$ cat src/rtl/ram_sp_fifo_ctrl.sv
// -----------------------------------------------------------------------------
// ram_sp_fifo_ctrl
//
// FIFO controller sitting in front of a 16x8 single-port RAM with a registered
// read address (read data appears one cycle after the address is presented).
// The controller owns the RAM's only port and shares it between pushes
// (writes) and refills of the output register (reads).
//
// Arbitration: a write normally wins the port, but once a write has gone
// through while a read was wanted, the read gets priority. The pending read
// then blocks the push side for one cycle. On contention at most one write
// passes before the waiting read issues.
//
// Read path: issue (address out) -> pending (RAM data valid) -> captured into
// out_data/out_valid. A new read is only requested once the output register
// is empty and no read is in flight. This caps throughput at one word per
// three cycles but keeps in_ready free of any path from in_valid/out_ready.
//
// Optional build macro FIFO_STATUS_EN adds the level and almost_full ports
// (and the AFULL_TH parameter). Without it those ports do not exist.
//
// Ports
//   clk           rising-edge clock
//   rst_n         synchronous active-low reset (RAM contents are not cleared)
//   in_data       push word
//   in_valid      push request
//   in_ready      push accepted when in_valid && in_ready
//   out_data      registered pop word
//   out_valid     out_data holds a word
//   out_ready     pop when out_valid && out_ready
//   ram_address   RAM address
//   ram_data_in   RAM write data
//   ram_write_en  RAM write enable, active high
//   ram_data_out  RAM read data, valid one cycle after its address
//   level         words held: RAM + in flight + output register (FIFO_STATUS_EN)
//   almost_full   level >= AFULL_TH (FIFO_STATUS_EN)
// -----------------------------------------------------------------------------
module ram_sp_fifo_ctrl #(
    parameter int DATA_W   = 8,
    parameter int ADDR_W   = 4
`ifdef FIFO_STATUS_EN
    ,
    parameter int AFULL_TH = 12
`endif
) (
    input  logic              clk,
    input  logic              rst_n,
    input  logic [DATA_W-1:0] in_data,
    input  logic              in_valid,
    output logic              in_ready,
    output logic [DATA_W-1:0] out_data,
    output logic              out_valid,
    input  logic              out_ready,
    output logic [ADDR_W-1:0] ram_address,
    output logic [DATA_W-1:0] ram_data_in,
    output logic              ram_write_en,
    input  logic [DATA_W-1:0] ram_data_out
`ifdef FIFO_STATUS_EN
    ,
    output logic [ADDR_W:0]   level,
    output logic              almost_full
`endif
);

    localparam logic [ADDR_W:0]   CNT_ZERO = {(ADDR_W+1){1'b0}};
    localparam logic [ADDR_W:0]   CNT_ONE  = {{ADDR_W{1'b0}}, 1'b1};
    localparam logic [ADDR_W:0]   CNT_FULL = {1'b1, {ADDR_W{1'b0}}};
    localparam logic [ADDR_W-1:0] PTR_ZERO = {ADDR_W{1'b0}};
    localparam logic [ADDR_W-1:0] PTR_ONE  = {{(ADDR_W-1){1'b0}}, 1'b1};
    localparam logic [DATA_W-1:0] DATA_ZERO = {DATA_W{1'b0}};

    logic [ADDR_W-1:0] wr_ptr_r;
    logic [ADDR_W-1:0] rd_ptr_r;
    logic [ADDR_W:0]   ram_count_r;
    logic              rd_pending_r;
    logic              out_valid_r;
    logic [DATA_W-1:0] out_data_r;
    logic              prio_rd_r;

    logic              rd_want_s;
    logic              in_ready_s;
    logic              wr_s;
    logic              rd_iss_s;

    // Port arbitration: decide write vs read issue from registered state only.
    always_comb begin
        rd_want_s  = (ram_count_r != CNT_ZERO) && !rd_pending_r && !out_valid_r;
        in_ready_s = (ram_count_r != CNT_FULL) && !(rd_want_s && prio_rd_r);
        // Writes are suppressed while in reset so the RAM is never disturbed
        // by a push presented during reset.
        wr_s       = in_valid && in_ready_s && rst_n;
        rd_iss_s   = rd_want_s && !wr_s;
    end

    // RAM port drive: write address on a write, otherwise the read pointer.
    always_comb begin
        ram_data_in = in_data;
        if (wr_s) begin
            ram_write_en = 1'b1;
            ram_address  = wr_ptr_r;
        end else begin
            ram_write_en = 1'b0;
            ram_address  = rd_ptr_r;
        end
    end

    // Output port drive from internal state.
    always_comb begin
        in_ready  = in_ready_s;
        out_data  = out_data_r;
        out_valid = out_valid_r;
    end

    // Write and read pointers; both wrap naturally at the RAM depth.
    always_ff @(posedge clk) begin
        if (!rst_n) begin
            wr_ptr_r <= PTR_ZERO;
            rd_ptr_r <= PTR_ZERO;
        end else begin
            if (wr_s) begin
                wr_ptr_r <= wr_ptr_r + PTR_ONE;
            end
            if (rd_iss_s) begin
                rd_ptr_r <= rd_ptr_r + PTR_ONE;
            end
        end
    end

    // Occupancy of the RAM; write and read issue are mutually exclusive.
    always_ff @(posedge clk) begin
        if (!rst_n) begin
            ram_count_r <= CNT_ZERO;
        end else begin
            case ({wr_s, rd_iss_s})
                2'b10:   ram_count_r <= ram_count_r + CNT_ONE;
                2'b01:   ram_count_r <= ram_count_r - CNT_ONE;
                default: ram_count_r <= ram_count_r;
            endcase
        end
    end

    // Read in flight: set on issue, cleared when the RAM data is captured.
    always_ff @(posedge clk) begin
        if (!rst_n) begin
            rd_pending_r <= 1'b0;
        end else if (rd_iss_s) begin
            rd_pending_r <= 1'b1;
        end else begin
            rd_pending_r <= 1'b0;
        end
    end

    // Output register: capture RAM data, drop valid on pop.
    // A capture can only happen while out_valid is low, so it never meets a pop.
    always_ff @(posedge clk) begin
        if (!rst_n) begin
            out_data_r  <= DATA_ZERO;
            out_valid_r <= 1'b0;
        end else if (rd_pending_r) begin
            out_data_r  <= ram_data_out;
            out_valid_r <= 1'b1;
        end else if (out_valid_r && out_ready) begin
            out_valid_r <= 1'b0;
        end
    end

    // Fairness flag: a write that overtook a wanted read hands priority to the read.
    always_ff @(posedge clk) begin
        if (!rst_n) begin
            prio_rd_r <= 1'b0;
        end else if (rd_iss_s) begin
            prio_rd_r <= 1'b0;
        end else if (wr_s && rd_want_s) begin
            prio_rd_r <= 1'b1;
        end
    end

`ifdef FIFO_STATUS_EN
    localparam logic [ADDR_W:0]   LEVEL_MAX = {(ADDR_W+1){1'b1}};
    localparam logic [ADDR_W:0]   AFULL_LVL = AFULL_TH[ADDR_W:0];

    logic [ADDR_W+1:0] level_sum_s;
    logic [ADDR_W:0]   level_s;

    // Total words held, saturated to the width of the level port.
    always_comb begin
        level_sum_s = {1'b0, ram_count_r}
                    + {{(ADDR_W+1){1'b0}}, rd_pending_r}
                    + {{(ADDR_W+1){1'b0}}, out_valid_r};
        if (level_sum_s > {1'b0, LEVEL_MAX}) begin
            level_s = LEVEL_MAX;
        end else begin
            level_s = level_sum_s[ADDR_W:0];
        end
        level       = level_s;
        almost_full = (level_s >= AFULL_LVL);
    end
`endif

endmodule

$ cat config.mk
export PLATFORM = sky130hd
export DESIGN_NAME = ram_sp_fifo_ctrl
export DESIGN_NICKNAME = d
export VERILOG_FILES = /design/src/rtl/ram_sp_fifo_ctrl.sv
export SDC_FILE = /design/constraint.sdc
export NUM_CORES = 1
export LEC_CHECK = 0
export BUFFER_PORTS_ARGS = -buffer_cell sky130_fd_sc_hd__buf_4
export CELL_PAD_IN_SITES_DETAIL_PLACEMENT = 2
export CELL_PAD_IN_SITES_GLOBAL_PLACEMENT = 2
export CORE_MARGIN = 3
export CORE_UTILIZATION = 28
export CTS_BUF_LIST = sky130_fd_sc_hd__clkbuf_4 sky130_fd_sc_hd__clkbuf_8
export DETAILED_ROUTE_END_ITERATION = 12
export PLACE_DENSITY_LB_ADDON = 0.1
export SLEW_MARGIN = 20
export SYNTH_ARGS = -nofsm -noshare
export SYNTH_HDL_FRONTEND = slang
export SYNTH_SLANG_ARGS = --single-unit
$ cat constraint.sdc
create_clock -name clk -period 2.3 [get_ports clk]
set_clock_uncertainty 0.05 [all_clocks]
set_input_delay 0.115 -clock clk [delete_from_list [all_inputs] [get_ports clk]]
set_output_delay 0.115 -clock clk [all_outputs]
set_load 0.01 [all_outputs]
==> results of run 1 <==
worst max-delay path: stages (launching register included):
cell and delay [ns]:
sky130_fd_sc_hd__dfxtp_2 0.33, sky130_fd_sc_hd__or4_4 0.56, sky130_fd_sc_hd__buf_4 0.17, sky130_fd_sc_hd__mux2i_4 0.18, sky130_fd_sc_hd__and2b_2 0.27, sky130_fd_sc_hd__mux2_1 0.32
sky130_fd_sc_hd__buf_4 0.14
cells in the final DEF (no fill, tap or decap), types with 3 or more instances in the layout:
cell	count
sky130_fd_sc_hd__and2_1	6
sky130_fd_sc_hd__buf_4	42
sky130_fd_sc_hd__clkbuf_8	4
sky130_fd_sc_hd__dfxtp_1	22
sky130_fd_sc_hd__ha_1	4
sky130_fd_sc_hd__mux2_4	3
sky130_fd_sc_hd__mux2i_1	13
sky130_fd_sc_hd__nand2_1	8
sky130_fd_sc_hd__nand3_1	5
sky130_fd_sc_hd__nor2b_1	12
sky130_fd_sc_hd__xnor2_1	5
state kept, by name, summed over array words and instances, names as in the netlist:
signal,flops
prio_rd_r,1
rd_ptr_r,4
ram_count_r,5
rd_pending_r,1
wr_ptr_r,4
out_valid,1
out_data,8
area by class of cell:
cell class / instances / area, um2
clock buffers: 4 / 55.1
well taps: 52 / 65.1
flip-flops and latches: 24 / 483
fillers: 480 / 2690
repair buffers: 43 / 327
inverters: 4 / 15.0
multi-input cells: 86 / 748
routing by layer:
| layer | GRT usage | share of wire |
|---|---|---|
| met5 | 0 | 0 |
| met4 | 0.0402 | 0.0092 |
| met3 | 0.0315 | 0.049 |
| met2 | 0.242 | 0.54 |
| met1 | 0.133 | 0.40 |
final timing paths:
path / endpoint / slack [ns] / cells past startpoint
worst max-delay path: ram_address[2] / -0.10 / 6
worst min-delay path: out_data[2] / 0.05 / 3
worst max register to register: ram_count_r[4] / -0.09 / 10
worst min register to register: rd_ptr_r[3] / 0.45 / 2
power breakdown:
group / internal (uW) / leakage, uW / switching, uW
logic: 791 / 0.000544 / 625
registers: 532 / 0.000197 / 95.8
clock network: 153 / 0.0000288 / 144
through the flow:
step	hold WS (ns)	TNS [ns]	power (uW)	utilization	area (um2)
6_report	0.0493	-0.610	2340	0.386	1690
5_1_grt	0.0554	-1.44	2570	0.386	1690
4_1_cts	0.0422	-0.917	2400	0.387	1700
3_5_place_dp	0.180	-0.283	1950	0.360	1580
3_3_place_gp	0.180	-0.0736	1880	0.360	1580
2_1_floorplan	0.235	-0.150	1470	-	1310
repair_timing:
item | CTS | global route
pin swaps | 6 | 3
setup endpoints to repair | 7 | 9
gates resized for setup | 9 | 2
setup buffers | 5 | 0
kinds of logic after synthesis:
group           count (synthesis)  share of synthesized area
compound gates                 14                     0.0886
xor+xnor                        7                     0.0477
fa+ha+maj                       6                     0.0643
buf+inv                        18                     0.0828
flops                          24                      0.374
mux                            18                      0.154
simple gates                   41                      0.189
==> impl_metrics.env, run 1 <==
export IMPL_drt_iter0_drc=21
export IMPL_worst_setup_hold_path_clk_slew_ns=0.09
export IMPL_fin_nets=188
export IMPL_power_per_cell_area_nw_per_um2=1380
export IMPL_die_w_um=73.7
export IMPL_worstReg2RegStart="ram_count_r[1]"
export IMPL_floorplan_die_area_um2=5440
export IMPL_syn_to_final_growth_pct=31.7
export IMPL_slew_limit_headroom=0.579
export IMPL_maxCapViolCount=0
export IMPL_cts_buffers_inserted=3
export IMPL_hold_path_startpoint="ram_data_out[2]"
export IMPL_antenna_cells_inserted=0
export IMPL_synth_largest_area_cell="sky130_fd_sc_hd__dfxtp_1"
export IMPL_synth_area_um2=1280
export IMPL_setup_repair_after_global_routing_missed_its_margin="yes"
export IMPL_postSynthNetCount=154
export IMPL_report_final_setup_viol=7
export IMPL_top_count_cell_post_synth="sky130_fd_sc_hd__dfxtp_1"
export IMPL_synth_seq_cells=24
export IMPL_tritoncts_clock_tree="done"
export IMPL_gr_total_overflow=0
export IMPL_grt_total_usage=0.127
export IMPL_netlist_top_cells_count="sky130_fd_sc_hd__dfxtp_1, sky130_fd_sc_hd__mux2i_1, sky130_fd_sc_hd__nor2b_1"
export IMPL_clock_root_buffer="sky130_fd_sc_hd__clkbuf_8"
export IMPL_grt_pass1_wl_um=5280
export IMPL_endpoint_kind="output port"
export IMPL_synth_area_per_cell_um2=10.0
export IMPL_rows=24
export IMPL_cp_startpoint="ram_count_r[1]"
export IMPL_initial_utilization=0.293
export IMPL_worst_endpoint_arrival_ns=2.24
export IMPL_run_status="finished with violations"
export IMPL_vias=1000
export IMPL_report_final_slew_viol_count=0
export IMPL_later_pin_clock_latency_in_the_skew_report_ns=0.27
export IMPL_grt_start_max_net_pins=30
export IMPL_synth_cell_types=36
export IMPL_cp_required_ns=2.13
export IMPL_grt_pass1_vias=1135
export IMPL_drtPass1Iterations=3
export IMPL_core_area_um2=4380
export IMPL_via_per_inst=4.69
export IMPL_main_flop_type_after_synthesis="sky130_fd_sc_hd__dfxtp_1"
export IMPL_synth_top_cells_by_area="sky130_fd_sc_hd__dfxtp_1, sky130_fd_sc_hd__mux2i_1, sky130_fd_sc_hd__nor2b_1"
export IMPL_critPathMaxFanout=6
export IMPL_critical_path_launch_point_type="flip-flop"
export IMPL_drive_gt1_frac=0.410
export IMPL_grt_antenna_before_repair=0
export IMPL_post_route_worst_setup_slack_ns=-0.105
export IMPL_achievable_frequency_mhz=416
export IMPL_final_cell_count_no_fill=213
export IMPL_total_leakage_power_uw=0.000770
export IMPL_placedCellCount=205
export IMPL_io_buffers=26
export IMPL_drt_total_wl_um=3150
export IMPL_post_cts_hold_buffer_count=0
export IMPL_syn_inst=128
export IMPL_tcrit_tclk_final=1.05
export IMPL_ctsHtreeMaxLevel=1
export IMPL_pre_cts_ws_ns=-0.144
export IMPL_synth_edff_count=0
export IMPL_irDropWorstVdd_uv=456
export IMPL_synthesis_yosys_warnings=0
export IMPL_ios=43
export IMPL_synth_largest_type_area_fraction=0.374
export IMPL_synth_seq_area_share=0.374
export IMPL_proportion_of_synthesized_flip_flops_having_asynchronous_set_or_reset=0
export IMPL_worst_pin_slew_ns=0.632
export IMPL_clock_path_buffers=2
export IMPL_route_antenna_remaining_nets=0
export IMPL_worstHoldPathType="input pin to flip-flop"
export IMPL_worstSetupPathType="flip-flop to output port"
export IMPL_sink_count_of_the_clock_tree=24
export IMPL_min_period_ns=2.40
export IMPL_die_y_um=73.7
export IMPL_failed_checks="negative setup slack"
export IMPL_globalplace_congestion=0.683
export IMPL_routedWlPerCell_um=14.8
export IMPL_number_of_endpoints_with_negative_hold_slack_in_the_final_report=0
export IMPL_hpwlAfterDp_um=2330
export IMPL_number_of_design_rule_violations_left_after_detail_routing=0
Power figures use the tool's default switching activity.
==> run 2: changes to the inputs <==
- CORE_MARGIN: 3 -> 4
- SLEW_MARGIN: 20 -> unset
==> impl_metrics.env, run 2 (synthesis gave the netlist of run 1 again) <==
export IMPL_hpwlAfterDp_um=2450
export IMPL_fillerInstances=481
export IMPL_clock_network_fraction_of_total_power=0.160
export IMPL_run_status="finished with violations"
export IMPL_worstHoldPathType="input pin to flip-flop"
export IMPL_vias=969
export IMPL_power_per_cell_area_nw_per_um2=1400
export IMPL_critical_path_launch_point_type="flip-flop"
export IMPL_number_of_design_rule_violations_left_after_detail_routing=0
export IMPL_via_per_inst=4.66
export IMPL_floorplan_die_area_um2=5740
export IMPL_gr_total_overflow=0
export IMPL_grt_antenna_before_repair=0
export IMPL_io_buffers=26
export IMPL_tcrit_tclk_final=1.04
export IMPL_worst_setup_hold_path_clk_slew_ns=0.09
export IMPL_pre_cts_ws_ns=-0.112
export IMPL_grt_start_max_net_pins=30
export IMPL_fin_nets=183
export IMPL_endpoint_kind="output port"
export IMPL_worst_r2r_setup_slack_ns=-0.05
export IMPL_report_final_setup_viol=7
export IMPL_drt_total_wl_um=3130
export IMPL_later_pin_clock_latency_in_the_skew_report_ns=0.27
export IMPL_worst_endpoint_arrival_ns=2.23
export IMPL_power_switching_fraction=0.363
export IMPL_layout_cell_area_excl_fill_um2=1660
export IMPL_worstReg2RegStart="ram_count_r[1]"
export IMPL_critPathMaxFanout=5
export IMPL_post_cts_hold_buffer_count=0
export IMPL_core_area_um2=4380
export IMPL_ios=43
export IMPL_clock_root_buffer="sky130_fd_sc_hd__clkbuf_8"
export IMPL_ctsHtreeMaxLevel=1
export IMPL_rows=24
export IMPL_grt_total_usage=0.121
export IMPL_syn_to_final_growth_pct=29.3
export IMPL_clock_path_buffers=2
export IMPL_setup_repair_after_global_routing_missed_its_margin="yes"
export IMPL_drtPass1Iterations=3
export IMPL_r2r_end="ram_count_r[4]"
export IMPL_die_y_um=75.7
export IMPL_place_area_um2=1560
export IMPL_achievable_frequency_mhz=418
export IMPL_mostFrequentLayoutCell="sky130_fd_sc_hd__buf_4"
export IMPL_number_of_endpoints_with_negative_hold_slack_in_the_final_report=0
export IMPL_multi_input_area_um2=741
export IMPL_initial_utilization=0.293
export IMPL_worstSetupPathType="flip-flop to output port"
export IMPL_mostFrequentLayoutCells="sky130_fd_sc_hd__buf_4, sky130_fd_sc_hd__dfxtp_1, sky130_fd_sc_hd__mux2i_1"
export IMPL_combined_flip_flop_and_latch_cell_area_um2=484
export IMPL_report_final_slew_viol_count=0
export IMPL_tritoncts_clock_tree="done"
export IMPL_antenna_cells_inserted=0
export IMPL_net_switching_power_uw=843
export IMPL_power_report_internal_total_uw=1480
export IMPL_post_route_worst_setup_slack_ns=-0.0903
export IMPL_flip_flop_count_of_the_largest_register_after_layout=8
export IMPL_timing_setup_tns_ns=-0.390
export IMPL_maxCapViolCount=0
export IMPL_slew_limit_headroom=0.562
export IMPL_cp_startpoint="ram_count_r[1]"
export IMPL_drt_iter0_drc=28
export IMPL_cp_required_ns=2.13
export IMPL_irDropWorstVdd_uv=519
export IMPL_die_w_um=75.7
export IMPL_seqPwrFrac=0.273
export IMPL_placedCellCount=202
export IMPL_total_leakage_power_uw=0.000749
export IMPL_grt_pass1_wl_um=5330
export IMPL_min_period_ns=2.39
export IMPL_final_cell_count_no_fill=208
export IMPL_drive_gt1_frac=0.385
export IMPL_sink_count_of_the_clock_tree=24
export IMPL_critPathCapture="ram_address[3]"
export IMPL_route_antenna_remaining_nets=0
export IMPL_power_combinational_fraction=0.567
export IMPL_globalplace_congestion=0.719
export IMPL_grt_pass1_vias=1128
export IMPL_routedWlPerCell_um=15.1
export IMPL_r2r_worst_path_cells=10
export IMPL_cts_buffers_inserted=3
export IMPL_worst_pin_slew_ns=0.657
export IMPL_final_core_utilization=0.379
export IMPL_failed_checks="negative setup slack"
==> run 2: cell count changes in the layout (fill, tap and decap cells not counted), sizes merged <==
cell    previous run  this run
bufinv             0         1
buf               43        38
clkbuf             4         3
==> run 2: power groups by stage <==
stage | clock network [uW] | logic, uW | registers [uW]
2_1_floorplan | 0 | 839 | 635
3_3_place_gp | 0 | 1210 | 634
3_5_place_dp | 0 | 1270 | 642
4_1_cts | 387 | 1340 | 635
5_1_grt | 406 | 1460 | 657
6_report | 372 | 1320 | 634
==> run 2: worst min path at each step <==
stage | from | endpoint | slack (ns) | cells past startpoint
after global routing | ram_data_out[2] | out_data[2] | 0.05 | 3
after detailed placement | in_data[0] | ram_data_in[0] | 0.18 | 0
after global placement | in_data[0] | ram_data_in[0] | 0.18 | 0
after floorplan | ram_data_out[0] | out_data[0] | 0.23 | 2
final | ram_data_out[3] | out_data[3] | 0.06 | 3
after CTS | ram_data_out[2] | out_data[2] | 0.06 | 3
==> run 2: metal layers <==
metal	up-vias	track usage	share of wire
met3	6	0.0356	0.060
li1	477	-	-
met1	465	0.143	0.42
met4	0	0.0291	0.0073
met2	21	0.216	0.51
met5	-	0	0
==> run 2: repair_timing <==
action | in CTS | in global routing
endpoints found under the setup margin | 7 | 8
hold endpoints to repair | 0 | 0
resized for setup | 6 | 2
pin swaps | 4 | 2
buffers inserted | 2 | 0
==> run 2: critical path: stages (launching register included) <==
cell and delay, ns:
sky130_fd_sc_hd__dfxtp_2 0.33, sky130_fd_sc_hd__or4_4 0.54, sky130_fd_sc_hd__buf_4 0.17, sky130_fd_sc_hd__mux2i_4 0.18, sky130_fd_sc_hd__and2b_2 0.25, sky130_fd_sc_hd__mux2_1 0.33, sky130_fd_sc_hd__buf_4 0.15
==> run 2: stage by stage <==
step	total power [uW]	hold slack, ns
5_1_grt	2530	0.0528
6_report	2320	0.0619
4_1_cts	2370	0.0560
3_5_place_dp	1910	0.180
2_1_floorplan	1470	0.235
3_3_place_gp	1840	0.180
==> run 2: area by class of cell <==
type | instances | share of cell area
timing repair buffer | 38 | 0.172
multi-input combinational | 86 | 0.446
sequential | 24 | 0.291
inverter | 4 | 0.00904
tap | 52 | 0.0392
clock inverter | 1 | 0.0181
clock buffer | 3 | 0.0248
==> run 3: changes to the inputs <==
==> constraint.sdc (replaced) <==
create_clock -name clk -period 2.3 [get_ports clk]
set_clock_uncertainty 0.05 [all_clocks]
set_input_delay 0.345 -clock clk [delete_from_list [all_inputs] [get_ports clk]]
set_output_delay 0.345 -clock clk [all_outputs]
set_load 0.01 [all_outputs]
==> impl_metrics.env, run 3 (synthesis gave the netlist of run 1 again) <==
export IMPL_number_of_design_rule_violations_left_after_detail_routing=0
export IMPL_total_leakage_power_uw=0.000783
export IMPL_worst_pin_slew_ns=0.694
export IMPL_timing_setup_tns_ns=-1.41
export IMPL_cp_required_ns=1.90
export IMPL_number_of_endpoints_with_negative_hold_slack_in_the_final_report=0
export IMPL_power_switching_fraction=0.367
export IMPL_global_route_usage_met3=0.0317
export IMPL_globalplace_congestion=0.691
export IMPL_power_per_cell_area_nw_per_um2=1440
export IMPL_holdPathEnd="out_data[0]"
export IMPL_routedWlPerCell_um=16.2
export IMPL_path_cells="or4_4 > buf_6 > mux2i_4 > and2b_4 > mux2_4 > buf_6"
export IMPL_clock_network_fraction_of_total_power=0.147
export IMPL_ctsHtreeMaxLevel=1
export IMPL_worstHoldPathType="input pin to flip-flop"
export IMPL_report_final_slew_viol_count=0
export IMPL_grt_antenna_before_repair=0
export IMPL_maxCapViolCount=0
export IMPL_critPathMaxFanout=6
export IMPL_tcrit_tclk_final=1.10
export IMPL_core_area_um2=4380
export IMPL_cp_slowest_stage_delay_ns=0.54
export IMPL_cp_buffers_inverters=2
export IMPL_later_pin_clock_latency_in_the_skew_report_ns=0.27
export IMPL_hold_path_startpoint="ram_data_out[0]"
export IMPL_grt_pass1_wl_um=5640
export IMPL_antenna_cells_inserted=0
export IMPL_fin_nets=189
export IMPL_worst_endpoint_arrival_ns=2.14
export IMPL_report_final_setup_viol=9
export IMPL_gr_total_overflow=0
export IMPL_slew_limit_headroom=0.538
export IMPL_worstSetupPathType="flip-flop to output port"
export IMPL_net_switching_power_uw=940
export IMPL_drive_gt1_frac=0.438
export IMPL_pre_cts_ws_ns=-0.127
export IMPL_die_w_um=75.7
export IMPL_grt_start_max_net_pins=30
export IMPL_grt_pass1_vias=1187
export IMPL_power_combinational_fraction=0.606
export IMPL_tritoncts_clock_tree="done"
export IMPL_path_depth=6
export IMPL_irDropWorstVdd_uv=433
export IMPL_failed_checks="negative setup slack"
export IMPL_drtPass1Iterations=2
export IMPL_run_status="finished with violations"
export IMPL_floorplan_die_area_um2=5740
export IMPL_mostFrequentLayoutCell="sky130_fd_sc_hd__buf_4"
export IMPL_cts_buffers_inserted=3
export IMPL_most_heavily_used_metal_layer_in_global_routing="met2"
export IMPL_drt_iter0_drc=18
export IMPL_min_period_ns=2.54
export IMPL_hpwlAfterDp_um=2540
export IMPL_io_buffers=26
export IMPL_mostFrequentLayoutCells="sky130_fd_sc_hd__buf_4, sky130_fd_sc_hd__dfxtp_1, sky130_fd_sc_hd__mux2i_1"
export IMPL_worst_path_dominant_cell_family="simple AND/OR/NAND/NOR gates"
export IMPL_clock_root_buffer="sky130_fd_sc_hd__clkbuf_8"
export IMPL_worstHoldPathCells=3
export IMPL_sink_count_of_the_clock_tree=24
export IMPL_drt_total_wl_um=3460
export IMPL_setup_repair_after_global_routing_missed_its_margin="yes"
export IMPL_post_route_worst_setup_slack_ns=-0.236
export IMPL_vias=1016
export IMPL_ios=43
export IMPL_worstReg2RegStart="ram_count_r[1]"
export IMPL_r2r_end="ram_count_r[4]"
export IMPL_syn_to_final_growth_pct=38.9
export IMPL_grt_total_usage=0.131
export IMPL_post_cts_hold_buffer_count=0
export IMPL_endpoint_kind="output port"
export IMPL_slowest_stage="sky130_fd_sc_hd__or4_4"
export IMPL_multi_input_area_um2=786
export IMPL_critical_path_top_cell_by_count="sky130_fd_sc_hd__buf_6"
export IMPL_flip_flop_count_of_the_largest_register_after_layout=8
export IMPL_critical_path_launch_point_type="flip-flop"
export IMPL_clock_path_buffers=2
export IMPL_power_report_internal_total_uw=1620
export IMPL_grt_util_met1=0.147
export IMPL_route_antenna_remaining_nets=0
export IMPL_via_per_inst=4.75
export IMPL_finalPower_uw=2560
export IMPL_achievable_frequency_mhz=394
export IMPL_worst_setup_hold_path_clk_slew_ns=0.09
export IMPL_r2r_worst_path_cells=10
export IMPL_combined_flip_flop_and_latch_cell_area_um2=483
export IMPL_seqPwrFrac=0.247
export IMPL_fillerInstances=458
export IMPL_initial_utilization=0.293
export IMPL_die_y_um=75.7
export IMPL_worst_r2r_setup_slack_ns=-0.20
export IMPL_rows=24
export IMPL_grt_util_met2=0.234
## run 3: power groups by stage
stage / sequential (uW) / clock, uW / combinational [uW]
after global routing: 656 / 416 / 1720
after CTS: 633 / 392 / 1410
after global placement: 632 / 0 / 1210
after floorplan: 635 / 0 / 839
after detailed placement: 638 / 0 / 1290
final: 632 / 378 / 1550
## run 3: worst max-delay path by stage
stage              startpoint             end  slack, ns
6_report       ram_count_r[1]  ram_address[0]      -0.24
3_3_place_gp   ram_count_r[3]  ram_count_r[4]      -0.04
4_1_cts        ram_count_r[1]  ram_address[1]      -0.23
3_5_place_dp   ram_count_r[3]  ram_count_r[4]      -0.13
2_1_floorplan  ram_count_r[3]  ram_count_r[4]      -0.11
5_1_grt        ram_count_r[1]  ram_count_r[3]      -0.35
## run 3: repair_timing
action / 4_1_cts / 5_1_grt
setup buffers: 3 / 4
setup endpoints to repair: 9 / 10
resized for setup: 17 / 8
pin swaps: 8 / 4
## run 3: area by class of cell
cell class | instances | area share
Clock inverter | 1 | 0.0168
Timing Repair Buffer | 44 | 0.204
Inverter | 4 | 0.00842
Sequential cell | 24 | 0.271
Multi-Input combinational cell | 86 | 0.440
Clock buffer | 3 | 0.0231
Tap cell | 52 | 0.0365
## run 3: worst register-to-register path, cell delays in order, from the launching register on
cell and delay [ns]:
sky130_fd_sc_hd__dfxtp_2 0.33, sky130_fd_sc_hd__or4_4 0.54, sky130_fd_sc_hd__buf_6 0.14, sky130_fd_sc_hd__nor2b_4 0.13, sky130_fd_sc_hd__a31oi_4 0.20, sky130_fd_sc_hd__buf_4 0.16, sky130_fd_sc_hd__ha_4 0.19, sky130_fd_sc_hd__a21o_1 0.16
sky130_fd_sc_hd__a21oi_2 0.13, sky130_fd_sc_hd__mux2i_1 0.22, sky130_fd_sc_hd__mux2i_1 0.19
## run 3: stage by stage
stage                      util  instances  cell area, um2  hold slack, ns
final                     0.407        214            1780           0.279
after global routing      0.407        214            1780           0.286
after CTS                 0.391        211            1710           0.277
after detailed placement  0.358        204            1570           0.432
after global placement    0.358        204            1570           0.415
after floorplan               -        128            1310           0.397
## run 3: layer usage
metal  part of all wire  up-vias
li1                   -      491
met1               0.40      492
met2               0.53       24
met3              0.057        9
met4              0.015        0
met5                  0        -
